File: config.mk
export PLATFORM = sky130hd
export DESIGN_NAME = pipe_hazard_ctrl
export DESIGN_NICKNAME = d
export VERILOG_FILES = /design/src/rtl/pipe_hazard_ctrl.sv
export SDC_FILE = /design/constraint.sdc
export NUM_CORES = 1
export LEC_CHECK = 0
export BUFFER_PORTS_ARGS = -buffer_cell sky130_fd_sc_hd__buf_2
export CORE_UTILIZATION = 52
export CTS_CLUSTER_SIZE = 16
export DETAILED_ROUTE_END_ITERATION = 6
export PLACE_DENSITY = 0.78
export SKIP_CTS_REPAIR_TIMING = 1
export SYNTH_ARGS = -nofsm -noshare
export SYNTH_HDL_FRONTEND = slang
export SYNTH_SLANG_ARGS = --single-unit
File: constraint.sdc
create_clock -name clk -period 2.5 [get_ports clk]
set_input_delay 0.125 -clock clk [delete_from_list [all_inputs] [get_ports clk]]
set_output_delay 0.125 -clock clk [all_outputs]
set_load 0.02 [all_outputs]
File: src/rtl/pipe_hazard_ctrl.sv
// Hazard and forwarding controller: shadows rd/valid of every instruction past decode,
// stalls decode on not-yet-ready sources and registers the EX forward selects.
module pipe_hazard_ctrl #(
    parameter int STAGES  = 3,
    parameter int ALU_RDY = 2,
    parameter int LD_RDY  = 3,
    parameter int BR_SLOT = 1,
    parameter int CNT_W   = 16,
    parameter int FW      = $clog2(STAGES + 1)
) (
    input  logic              clk,
    input  logic              rst,
    input  logic              hold,
    input  logic              flush,
    input  logic              id_valid,
    input  logic [4:0]        id_rs1,
    input  logic [4:0]        id_rs2,
    input  logic              id_rs1_used,
    input  logic              id_rs2_used,
    input  logic [4:0]        id_rd,
    input  logic              id_reg_wr,
    input  logic              id_is_load,
    output logic              id_stall,
    output logic [FW-1:0]     ex_fwd_a,
    output logic [FW-1:0]     ex_fwd_b,
    output logic [STAGES-1:0] slot_valid,
    output logic [CNT_W-1:0]  stall_cnt
);

    // The WB slot never produces a match (write-first register file), so only its valid bit is kept.
    logic [STAGES:1]        v_q;
    logic [STAGES-1:1]      wr_q;
    logic [STAGES-1:1]      ld_q;
    logic [STAGES-1:1][4:0] rd_q;

    logic [FW-1:0] fwd_a_nxt, fwd_b_nxt;
    logic          ld_a, ld_b;
    logic          haz_a, haz_b;
    logic          advance;

    always_comb begin
        fwd_a_nxt = '0;
        fwd_b_nxt = '0;
        ld_a      = 1'b0;
        ld_b      = 1'b0;
        // Descending scan so the youngest (smallest k) producer is written last and wins.
        for (int k = STAGES - 1; k >= 1; k--) begin
            if (v_q[k] && wr_q[k] && (rd_q[k] != 5'd0)) begin
                if (id_rs1_used && (id_rs1 != 5'd0) && (rd_q[k] == id_rs1)) begin
                    fwd_a_nxt = FW'(k + 1);
                    ld_a      = ld_q[k];
                end
                if (id_rs2_used && (id_rs2 != 5'd0) && (rd_q[k] == id_rs2)) begin
                    fwd_b_nxt = FW'(k + 1);
                    ld_b      = ld_q[k];
                end
            end
        end
        haz_a    = (fwd_a_nxt != '0) && (int'(fwd_a_nxt) < (ld_a ? LD_RDY : ALU_RDY));
        haz_b    = (fwd_b_nxt != '0) && (int'(fwd_b_nxt) < (ld_b ? LD_RDY : ALU_RDY));
        id_stall = id_valid && (haz_a || haz_b) && !flush;
        advance  = id_valid && !id_stall && !flush;
    end

    always_ff @(posedge clk or posedge rst) begin
        if (rst) begin
            v_q       <= '0;
            wr_q      <= '0;
            ld_q      <= '0;
            rd_q      <= '0;
            ex_fwd_a  <= '0;
            ex_fwd_b  <= '0;
            stall_cnt <= '0;
        end else if (!hold) begin
            v_q[1]  <= advance;
            wr_q[1] <= id_reg_wr;
            ld_q[1] <= id_is_load;
            rd_q[1] <= id_rd;
            for (int j = 2; j <= STAGES; j++) begin
                v_q[j] <= v_q[j-1] && !(flush && (j <= BR_SLOT));
            end
            for (int j = 2; j <= STAGES - 1; j++) begin
                wr_q[j] <= wr_q[j-1];
                ld_q[j] <= ld_q[j-1];
                rd_q[j] <= rd_q[j-1];
            end
            ex_fwd_a <= advance ? fwd_a_nxt : '0;
            ex_fwd_b <= advance ? fwd_b_nxt : '0;
            if (id_stall && (stall_cnt != '1)) begin
                stall_cnt <= stall_cnt + 1'b1;
            end
        end
    end

    assign slot_valid = v_q;

endmodule

==> flow_summary.json, run 1 <==
{
  "start_util_pct": 56.0,
  "numPortBuffers": 47,
  "grt.met3_usage_pct": 7.12,
  "grt_pass1_wl_mm": 7.18,
  "ios": 48,
  "hpwlAfterDp_mm": 3.07,
  "grt.total_usage_pct": 23.7,
  "antenna_left": 0,
  "cts_tree": "built",
  "hp-class": "in2reg",
  "netlist_area_sq_mm": 0.00191,
  "grt_max_degree": 37,
  "rr_startpoint": "stall_cnt[0]$_DFFE_PP0P_",
  "clock_sink_count": 36,
  "nFillCells": 259,
  "clk_latency_ns": 0.36,
  "relSlewSlack_pct": 68.9,
  "status": "completed",
  "drt_wl_total_mm": 4.20,
  "fin_crit_sh_pct": 93.0,
  "vias_per_cell": 5.57,
  "grt_setup_unrepaired": "no",
  "r2r_slack_ns": 0.17,
  "met1_usage_pct": 28.8,
  "yosysUniqueCellTypes": 34,
  "tightest_slew_ns": 0.466,
  "critPathLaunchType": "register",
  "arrival_ns": 2.61,
  "antenna_cells": 0,
  "grt.busiest_layer": "met2",
  "fp.dieH_um": 62.6,
  "syn_inst": 167,
  "hold_path_depth": 2,
  "dieArea_sq_mm": 0.00392,
  "wl_per_cell_um": 15.1,
  "nets": 257,
  "p_per_area_mw_per_mm2": 526,
  "clockBufferDepth": 2,
  "irDropWorstVdd_mv": 0.574,
  "drtIter0Drc": 120,
  "drc": 0,
  "first_pass_iters": 4,
  "crit_required_ns": 2.78,
  "fmax_ghz": 0.430,
  "leakage_nw": 1.13,
  "layout-drive-gt1-share_pct": 39.1,
  "syn_nets": 192,
  "clock_skew_ns": 0.0156,
  "crit_type": "reg2reg",
  "via_count": 1554,
  "avgSynthCellArea_sq_um": 11.4,
  "finalCriticalPeriod_ns": 2.33,
  "r2r_end": "stall_cnt[15]$_DFFE_PP0P_",
  "clkTransAtPathRegs_ns": 0.12,
  "h-tree-depth": 2,
  "hold_start": "id_rd[1]",
  "die_w_um": 62.6,
  "synthToLayoutAreaGrowth_pct": 24.8,
  "grt_overflow": 0,
  "yosysWarnings": 0,
  "hold_end": "rd_q[1]$_DFFE_PP0N_",
  "r2r_cells": 7,
  "rows": 21,
  "cts_root_buf": "clkbuf_4",
  "worstPathMaxFanout": 15,
  "holdWs_ns": 0.0139,
  "maxCapViolCount": 0,
  "cts_buffers": 5,
  "setup_viol": 0,
  "setup-tns-final_ns": 0,
  "antenna_found_initial": 0,
  "synth-seq-cells": 36,
  "core_sq_mm": 0.00342,
  "synth_seq_area_share_pct": 47.1,
  "gp_congestion": 0.873,
  "hold_viol_final": 0,
  "slew_violations": 0,
  "crit_path_end_kind": "register",
  "grt_pass1_vias": 1524,
  "grt_use_met2_pct": 39.8
}
worst max-delay path by stage:
stage | from | end | slack, ns | cells past startpoint
final | stall_cnt[0]$_DFFE_PP0P_ | stall_cnt[15]$_DFFE_PP0P_ | 0.17 | 7
after global routing | stall_cnt[0]$_DFFE_PP0P_ | stall_cnt[15]$_DFFE_PP0P_ | 0.01 | 7
after CTS | stall_cnt[0]$_DFFE_PP0P_ | stall_cnt[15]$_DFFE_PP0P_ | 0.15 | 7
after detailed placement | stall_cnt[0]$_DFFE_PP0P_ | stall_cnt[15]$_DFFE_PP0P_ | 0.18 | 7
after global placement | stall_cnt[0]$_DFFE_PP0P_ | stall_cnt[11]$_DFFE_PP0P_ | 0.31 | 7
after floorplan | stall_cnt[0]$_DFFE_PP0P_ | stall_cnt[7]$_DFFE_PP0P_ | 0.30 | 8
placed cells by master (no fill, tap or decap):
| cell type | n |
|---|---|
| o21ai_0 | 3 |
| bufinv_16 | 1 |
| nand3_2 | 4 |
| or4_1 | 3 |
| xnor2_1 | 31 |
| or4_4 | 1 |
| a311oi_1 | 1 |
| mux2_2 | 16 |
| nand4_1 | 7 |
| and4_1 | 2 |
| nor4_2 | 2 |
| clkinv_2 | 1 |
| nand2b_1 | 1 |
| nor4b_2 | 2 |
| buf_4 | 8 |
| o211a_4 | 1 |
| and3_1 | 4 |
| a211oi_1 | 2 |
| and2_1 | 1 |
| clkbuf_4 | 5 |
| dfrtp_1 | 36 |
| buf_2 | 47 |
| xor2_1 | 4 |
| clkinvlp_4 | 1 |
| a21o_1 | 2 |
| nand3_1 | 6 |
| o211ai_1 | 1 |
| nor4_1 | 4 |
| nor2_1 | 7 |
| ha_1 | 1 |
| inv_1 | 2 |
| nand2_1 | 14 |
| o21ai_2 | 2 |
| nand4b_1 | 1 |
| nor2b_1 | 1 |
| dlygate4sd3_1 | 6 |
| o21ai_1 | 1 |
| nor3b_1 | 1 |
cell families after synthesis:
kind of cell | count (synthesis) | synth area share [%]
AOI/OAI and AO/OA | 13 | 5.30
xor gates and xnor gates | 35 | 16.0
muxes | 16 | 9.42
and+or+nand+nor | 61 | 20.1
buffers and inverters | 5 | 1.37
DFF | 36 | 47.1
adders and majority gates | 1 | 0.654
where the power goes:
group | internal (mW) | switching [mW]
clock network | 0.208 | 0.205
registers | 0.614 | 0.0442
logic | 0.0972 | 0.0869
cell type report:
cell class | instances | area [sq um] | area share [%]
clock buffer | 5 | 37.5 | 1.57
clock inverter | 3 | 42.5 | 1.78
inverter | 2 | 7.51 | 0.315
multi-input combinational | 126 | 985 | 41.3
sequential | 36 | 901 | 37.8
tap | 46 | 57.6 | 2.41
timing repair buffer | 61 | 355 | 14.9
worst max-delay path, cell delays in order, from the launching register on:
cell	delay, ns
dfrtp_1	0.45
ha_1	0.26
and4_1	0.25
nor2b_1	0.20
a311oi_1	0.33
o211a_4	0.32
nor4b_2	0.26
xor2_1	0.19
per-layer routing:
metal  wire (um)  vias to the layer above
met2        2010                       70
met1        1840                      739
li1            -                      727
met3         241                       18
met5           0                        -
met4         105                        0
per-stage QoR:
| stage | util, % | instances | worst slack (ns) | area, sq um | total power, mW |
|---|---|---|---|---|---|
| 2_1_floorplan | - | 167 | 0.302 | 1910 | 0.780 |
| 3_3_place_gp | 64.7 | 260 | 0.315 | 2210 | 0.837 |
| 3_5_place_dp | 64.7 | 260 | 0.179 | 2210 | 0.846 |
| 4_1_cts | 67.0 | 268 | 0.155 | 2290 | 1.26 |
| 5_1_grt | 69.9 | 279 | 0.0114 | 2390 | 1.32 |
| 6_report | 69.9 | 279 | 0.174 | 2390 | 1.25 |
cell usage after synthesis (all sizes together):
master,number,area (sq um)
o21ai,6,37.5
o211ai,1,7.51
and3,4,25.0
nor4b,2,30.0
nor4,6,50.0
nand2b,1,6.26
inv,2,7.51
nand3,10,70.1
dfrtp,36,901
mux2,16,180
nand4,7,43.8
a211oi,2,15.0
o211a,1,17.5
clkbuf,1,3.75
buf,2,15.0
xor2,4,35.0
nand2,14,52.6
nor3b,1,7.51
nand4b,1,8.76
nor2b,1,6.26
a311oi,1,8.76
nor2,7,26.3
ha,1,12.5
or4,4,33.8
a21o,2,15.0
and4,2,17.5
xnor2,31,272
and2,1,6.26
sequential cells by signal, indices dropped and copies added, names as in the netlist:
name,cells
ex_fwd_a,2
ex_fwd_b,2
ld_q,1
rd_q,10
slot_valid,3
stall_cnt,16
wr_q,2
Power figures use the tool's default switching activity.
==> run 2: changes to the inputs <==
--- a/config.mk
+++ b/config.mk
@@ -6,6 +6,7 @@
 export NUM_CORES = 1
 export LEC_CHECK = 0
 export BUFFER_PORTS_ARGS = -buffer_cell sky130_fd_sc_hd__buf_2
+export CORE_MARGIN = 2
 export CORE_UTILIZATION = 52
 export CTS_CLUSTER_SIZE = 16
 export DETAILED_ROUTE_END_ITERATION = 6
==> constraint.sdc (replaced) <==
create_clock -name clk -period 2.4 [get_ports clk]
set_input_delay 0.12 -clock clk [delete_from_list [all_inputs] [get_ports clk]]
set_output_delay 0.12 -clock clk [all_outputs]
set_load 0.02 [all_outputs]
==> run 2 against run 1 <==
  * The run now ends with negative hold slack left
  * Die area grew 6.5%
  * Sequential share of layout area up 0.52 points
  * Combinational power about the same
  * Critical path type unchanged
  * Critical endpoint is now stall_cnt[14]$_DFFE_PP0P_
  * Via count down 4.5%
==> flow_summary.json, run 2 (synthesis results as in run 1) <==
{
  "status": "finished, violations left",
  "violations": "negative hold slack",
  "drt_wl_total_mm": 4.00,
  "maxCapViolCount": 0,
  "r2r_cells": 7,
  "clk_latency_ns": 0.29,
  "fmax_ghz": 0.442,
  "final_cells": 275,
  "core_sq_mm": 0.00361,
  "r2r_slack_ns": 0.14,
  "antenna_left": 0,
  "path_buf_inv": 0,
  "largest_reg_flops": 16,
  "crit_chain": "ha_1 > and4_1 > nor2b_1 > a311oi_2 > o211a_2 > nand4_1 > xnor2_1",
  "largest-register": "stall_cnt",
  "cts_tree": "built",
  "rows": 22,
  "crit_type": "reg2reg",
  "p_per_area_mw_per_mm2": 565,
  "fin_area_sq_mm": 0.00235,
  "wl_per_cell_um": 14.6,
  "crit_required_ns": 2.58,
  "rr_startpoint": "stall_cnt[0]$_DFFE_PP0P_",
  "hpwlAfterDp_mm": 2.91,
  "clockBufferDepth": 2,
  "leakage_nw": 1.11,
  "placed_cells": 262,
  "clock_sink_count": 36,
  "fin_crit_sh_pct": 94.2,
  "crit_path_end_kind": "register",
  "layout_common_cells": "buf_2 (47), dfrtp_1 (36), xnor2_1 (31)",
  "dieArea_sq_mm": 0.00418,
  "cts_buffers": 5,
  "drc": 0,
  "first_pass_iters": 4,
  "antenna_found_initial": 0,
  "cpPeakStageDelay_ns": 0.44,
  "h-tree-depth": 2,
  "vias_per_cell": 5.40,
  "grt.total_usage_pct": 20.7,
  "grt_pass1_wl_mm": 6.60,
  "cts_root_buf": "clkbuf_8",
  "slew_violations": 0,
  "ios": 48,
  "start_util_pct": 53.0,
  "worstPathMaxFanout": 8,
  "setup_viol": 0,
  "hp-class": "in2async",
  "fp.dieH_um": 64.6,
  "r2r_end": "stall_cnt[14]$_DFFE_PP0P_",
  "irDropWorstVdd_mv": 0.359,
  "final_common_cell": "buf_2",
  "holdWs_ns": -0.0321,
  "fin_total_pwr_mw": 1.33,
  "finalCriticalPeriod_ns": 2.26,
  "hold_viol_final": 20,
  "tightest_slew_ns": 0.808,
  "clkTransAtPathRegs_ns": 0.07,
  "synthToLayoutAreaGrowth_pct": 23.1,
  "crit_family": "compound AO/OA/AOI/OAI gates",
  "gp_congestion": 0.863,
  "setup-tns-final_ns": 0,
  "grt_overflow": 0,
  "numPortBuffers": 47,
  "clock_skew_ns": 0.00584,
  "nets": 251,
  "drtIter0Drc": 57,
  "arrival_ns": 2.45,
  "grt_pass1_vias": 1424,
  "critPathLaunchType": "register",
  "via_count": 1484,
  "place_area_sq_mm": 0.00221,
  "crit_path_top_delay_cell": "dfrtp_1",
  "die_w_um": 64.6,
  "relSlewSlack_pct": 46.0,
  "antenna_cells": 0,
  "grt_max_degree": 23,
  "layout-drive-gt1-share_pct": 40.5
}
run 2: cell count changes in the layout (fill, tap and decap cells not counted), sizes merged:
cell         change
buf              -1
bufinv           -1
clkbuf           +1
clkinvlp         -1
dlygate4sd3      -6
inv              +1
o211a            +1
run 2: per-layer routing:
| metal | GRT usage (%) | part of all wire, % |
|---|---|---|
| met5 | 0 | 0 |
| met2 | 32.0 | 48 |
| met1 | 27.4 | 45 |
| met3 | 6.25 | 4.7 |
| met4 | 8.24 | 2.3 |
run 2: worst max path at each step:
stage | from | end | slack, ns | depth (start not counted)
2_1_floorplan | stall_cnt[0]$_DFFE_PP0P_ | stall_cnt[7]$_DFFE_PP0P_ | 0.20 | 8
3_3_place_gp | stall_cnt[0]$_DFFE_PP0P_ | stall_cnt[11]$_DFFE_PP0P_ | 0.21 | 7
3_5_place_dp | stall_cnt[0]$_DFFE_PP0P_ | stall_cnt[15]$_DFFE_PP0P_ | 0.07 | 7
4_1_cts | stall_cnt[0]$_DFFE_PP0P_ | stall_cnt[15]$_DFFE_PP0P_ | 0.08 | 7
5_1_grt | stall_cnt[0]$_DFFE_PP0P_ | stall_cnt[13]$_DFFE_PP0P_ | -0.003 | 7
6_report | stall_cnt[0]$_DFFE_PP0P_ | stall_cnt[14]$_DFFE_PP0P_ | 0.14 | 7
run 2: cell type report:
| class | instances | area [sq um] |
|---|---|---|
| Inverter | 2 | 7.51 |
| Multi-Input combinational cell | 127 | 1000 |
| Timing Repair Buffer | 54 | 288 |
| Sequential cell | 36 | 901 |
| Clock buffer | 6 | 82.6 |
| Fill cell | 296 | 1250 |
| Tap cell | 48 | 60.1 |
| Clock inverter | 2 | 13.8 |
run 2: per-stage QoR:
| stage | util [%] | worst slack, ns |
|---|---|---|
| after floorplan | - | 0.202 |
| after global placement | 61.3 | 0.213 |
| after detailed placement | 61.3 | 0.0745 |
| after CTS | 64.0 | 0.0756 |
| after global routing | 65.3 | -0.00334 |
| final | 65.3 | 0.139 |
run 2: power by group:
group	switching (mW)	internal [mW]	leakage [nW]
logic	0.0892	0.0961	0.590
clock network	0.226	0.234	0.0516
registers	0.0447	0.639	0.471
==> run 3: changes to the inputs <==
--- a/config.mk
+++ b/config.mk
@@ -6,11 +6,14 @@
 export NUM_CORES = 1
 export LEC_CHECK = 0
 export BUFFER_PORTS_ARGS = -buffer_cell sky130_fd_sc_hd__buf_2
+export CELL_PAD_IN_SITES_DETAIL_PLACEMENT = 0
+export CELL_PAD_IN_SITES_GLOBAL_PLACEMENT = 2
 export CORE_MARGIN = 2
-export CORE_UTILIZATION = 52
+export CORE_UTILIZATION = 33
 export CTS_CLUSTER_SIZE = 16
 export DETAILED_ROUTE_END_ITERATION = 6
-export PLACE_DENSITY = 0.78
+export PLACE_DENSITY_LB_ADDON = 0.1
+export REMOVE_ABC_BUFFERS = 1
 export SKIP_CTS_REPAIR_TIMING = 1
 export SYNTH_ARGS = -nofsm -noshare
 export SYNTH_HDL_FRONTEND = slang
==> run 3 against run 2 <==
  * The flow now finishes without violations
  * Largest cell class unchanged
  * Sequential share of layout area is 0.97 points lower
  * Worst setup slack gained 0.042 ns
  * Flip-flop and latch count unchanged
  * Non-clock buffer count rose by 5
  * First-iteration DRC count down 5.3%
==> flow_summary.json, run 3 (synthesis results as in run 1) <==
{
  "arrival_ns": 2.39,
  "fmax_ghz": 0.451,
  "path_buf_inv": 1,
  "utilization_pct": 43.6,
  "cpPeakStageDelay_ns": 0.43,
  "antenna_left": 0,
  "fp.dieH_um": 80.1,
  "rr_startpoint": "stall_cnt[1]$_DFFE_PP0P_",
  "numPortBuffers": 47,
  "fin_area_sq_mm": 0.00241,
  "crit_required_ns": 2.57,
  "antenna_cells": 0,
  "r2r_end": "stall_cnt[4]$_DFFE_PP0P_",
  "place_ws_ns": 0.0723,
  "grt_pass1_vias": 1536,
  "drt_wl_total_mm": 4.53,
  "hpwlAfterDp_mm": 3.50,
  "nFillCells": 563,
  "setup_viol": 0,
  "grt_max_degree": 37,
  "tightest_slew_ns": 0.470,
  "finalCriticalPeriod_ns": 2.22,
  "place_area_sq_mm": 0.00226,
  "multiInputGateArea_sq_um": 991,
  "irDropWorstVdd_mv": 0.276,
  "hold_viol_final": 0,
  "p_per_area_mw_per_mm2": 548,
  "layout-drive-gt1-share_pct": 41.1,
  "hold_end": "rd_q[2]$_DFFE_PP0N_",
  "grt_pass1_wl_mm": 7.56,
  "status": "completed",
  "vias_per_cell": 4.84,
  "hold_start": "id_rd[2]",
  "setup-tns-final_ns": 0,
  "regArea_sq_um": 901,
  "worstPathMaxFanout": 12,
  "via_count": 1467,
  "drc": 0,
  "final_common_cell": "buf_2",
  "worstSetupStartpoint": "stall_cnt[1]$_DFFE_PP0P_",
  "gp_congestion": 0.857,
  "clk_latency_ns": 0.28,
  "hp-class": "in2reg",
  "r2r_slack_ns": 0.18,
  "critPathLaunchType": "register",
  "core_sq_mm": 0.00554,
  "clock_skew_ns": 0.00811,
  "dieArea_sq_mm": 0.00642,
  "largest-register": "stall_cnt",
  "maxCapViolCount": 0,
  "setup_ws_ns": 0.181,
  "ios": 48,
  "drtIter0Drc": 54,
  "crit_family": "simple AND/OR/NAND/NOR gates",
  "layout_common_cells": "buf_2 (47), dfrtp_1 (36), xnor2_1 (31)",
  "grt_setup_unrepaired": "no",
  "grt_overflow": 0,
  "antenna_found_initial": 0,
  "first_pass_iters": 4,
  "clock_sink_count": 36,
  "placed_cells": 288,
  "crit_path_top_delay_cell": "dfrtp_1",
  "cts_root_buf": "clkbuf_8",
  "crit_path_end_kind": "register",
  "final_cells": 303,
  "hold_path_depth": 2,
  "cts_buffers": 5,
  "synthToLayoutAreaGrowth_pct": 26.3,
  "die_w_um": 80.1,
  "clkTransAtPathRegs_ns": 0.07,
  "grt.total_usage_pct": 15.3,
  "holdWs_ns": 0.0636,
  "crit_chain": "ha_1 > and4_1 > nor2b_1 > a311oi_2 > o211a_4 > buf_4 > nand4_1 > xnor2_1",
  "largest_reg_flops": 16,
  "cts_tree": "built",
  "relSlewSlack_pct": 68.4,
  "slew_violations": 0,
  "clockBufferDepth": 2,
  "r2r_cells": 8,
  "h-tree-depth": 2,
  "start_util_pct": 34.5,
  "rows": 27,
  "fin_total_pwr_mw": 1.32,
  "fin_crit_sh_pct": 92.5,
  "nets": 255,
  "wl_per_cell_um": 14.9,
  "crit_type": "reg2reg",
  "leakage_nw": 1.13
}
-- run 3: worst reg2reg max path: cells and delay by family, from the launching register on --
kind                       cells  cell delay [ns]
buffers and inverters          1             0.15
AOI/OAI and AO/OA              2             0.58
adders and majority gates      1             0.23
xor gates and xnor gates       1             0.15
DFF                            1             0.43
and+or+nand+nor                3             0.58
-- run 3: per-layer routing --
layer	global-route usage, %	wire length [um]	vias up
met4	3.56	31	0
met3	3.71	214	4
li1	-	-	725
met2	25.8	2200	36
met5	0	0	-
met1	19.7	2080	702
-- run 3: power by group --
group          switching, mW  internal, mW  total (mW)
clock                  0.219         0.232       0.451
combinational         0.0896        0.0977       0.187
sequential            0.0455         0.639       0.685
total                  0.354         0.969        1.32
-- run 3: worst max-delay path by stage --
stage | slack, ns | depth (start not counted) | to
3_3_place_gp | 0.20 | 7 | stall_cnt[15]$_DFFE_PP0P_
4_1_cts | 0.04 | 7 | stall_cnt[15]$_DFFE_PP0P_
6_report | 0.18 | 8 | stall_cnt[4]$_DFFE_PP0P_
5_1_grt | 0.001 | 7 | stall_cnt[15]$_DFFE_PP0P_
2_1_floorplan | 0.19 | 7 | stall_cnt[11]$_DFFE_PP0P_
3_5_place_dp | 0.07 | 7 | stall_cnt[15]$_DFFE_PP0P_
-- run 3: cell type report --
type                            count  area share (%)
Multi-Input combinational cell    126            41.0
Sequential cell                    36            37.3
Timing Repair Buffer               59            13.6
Tap cell                           72            3.73
Clock buffer                        6            3.42
Clock inverter                      2           0.622
Inverter                            2           0.311
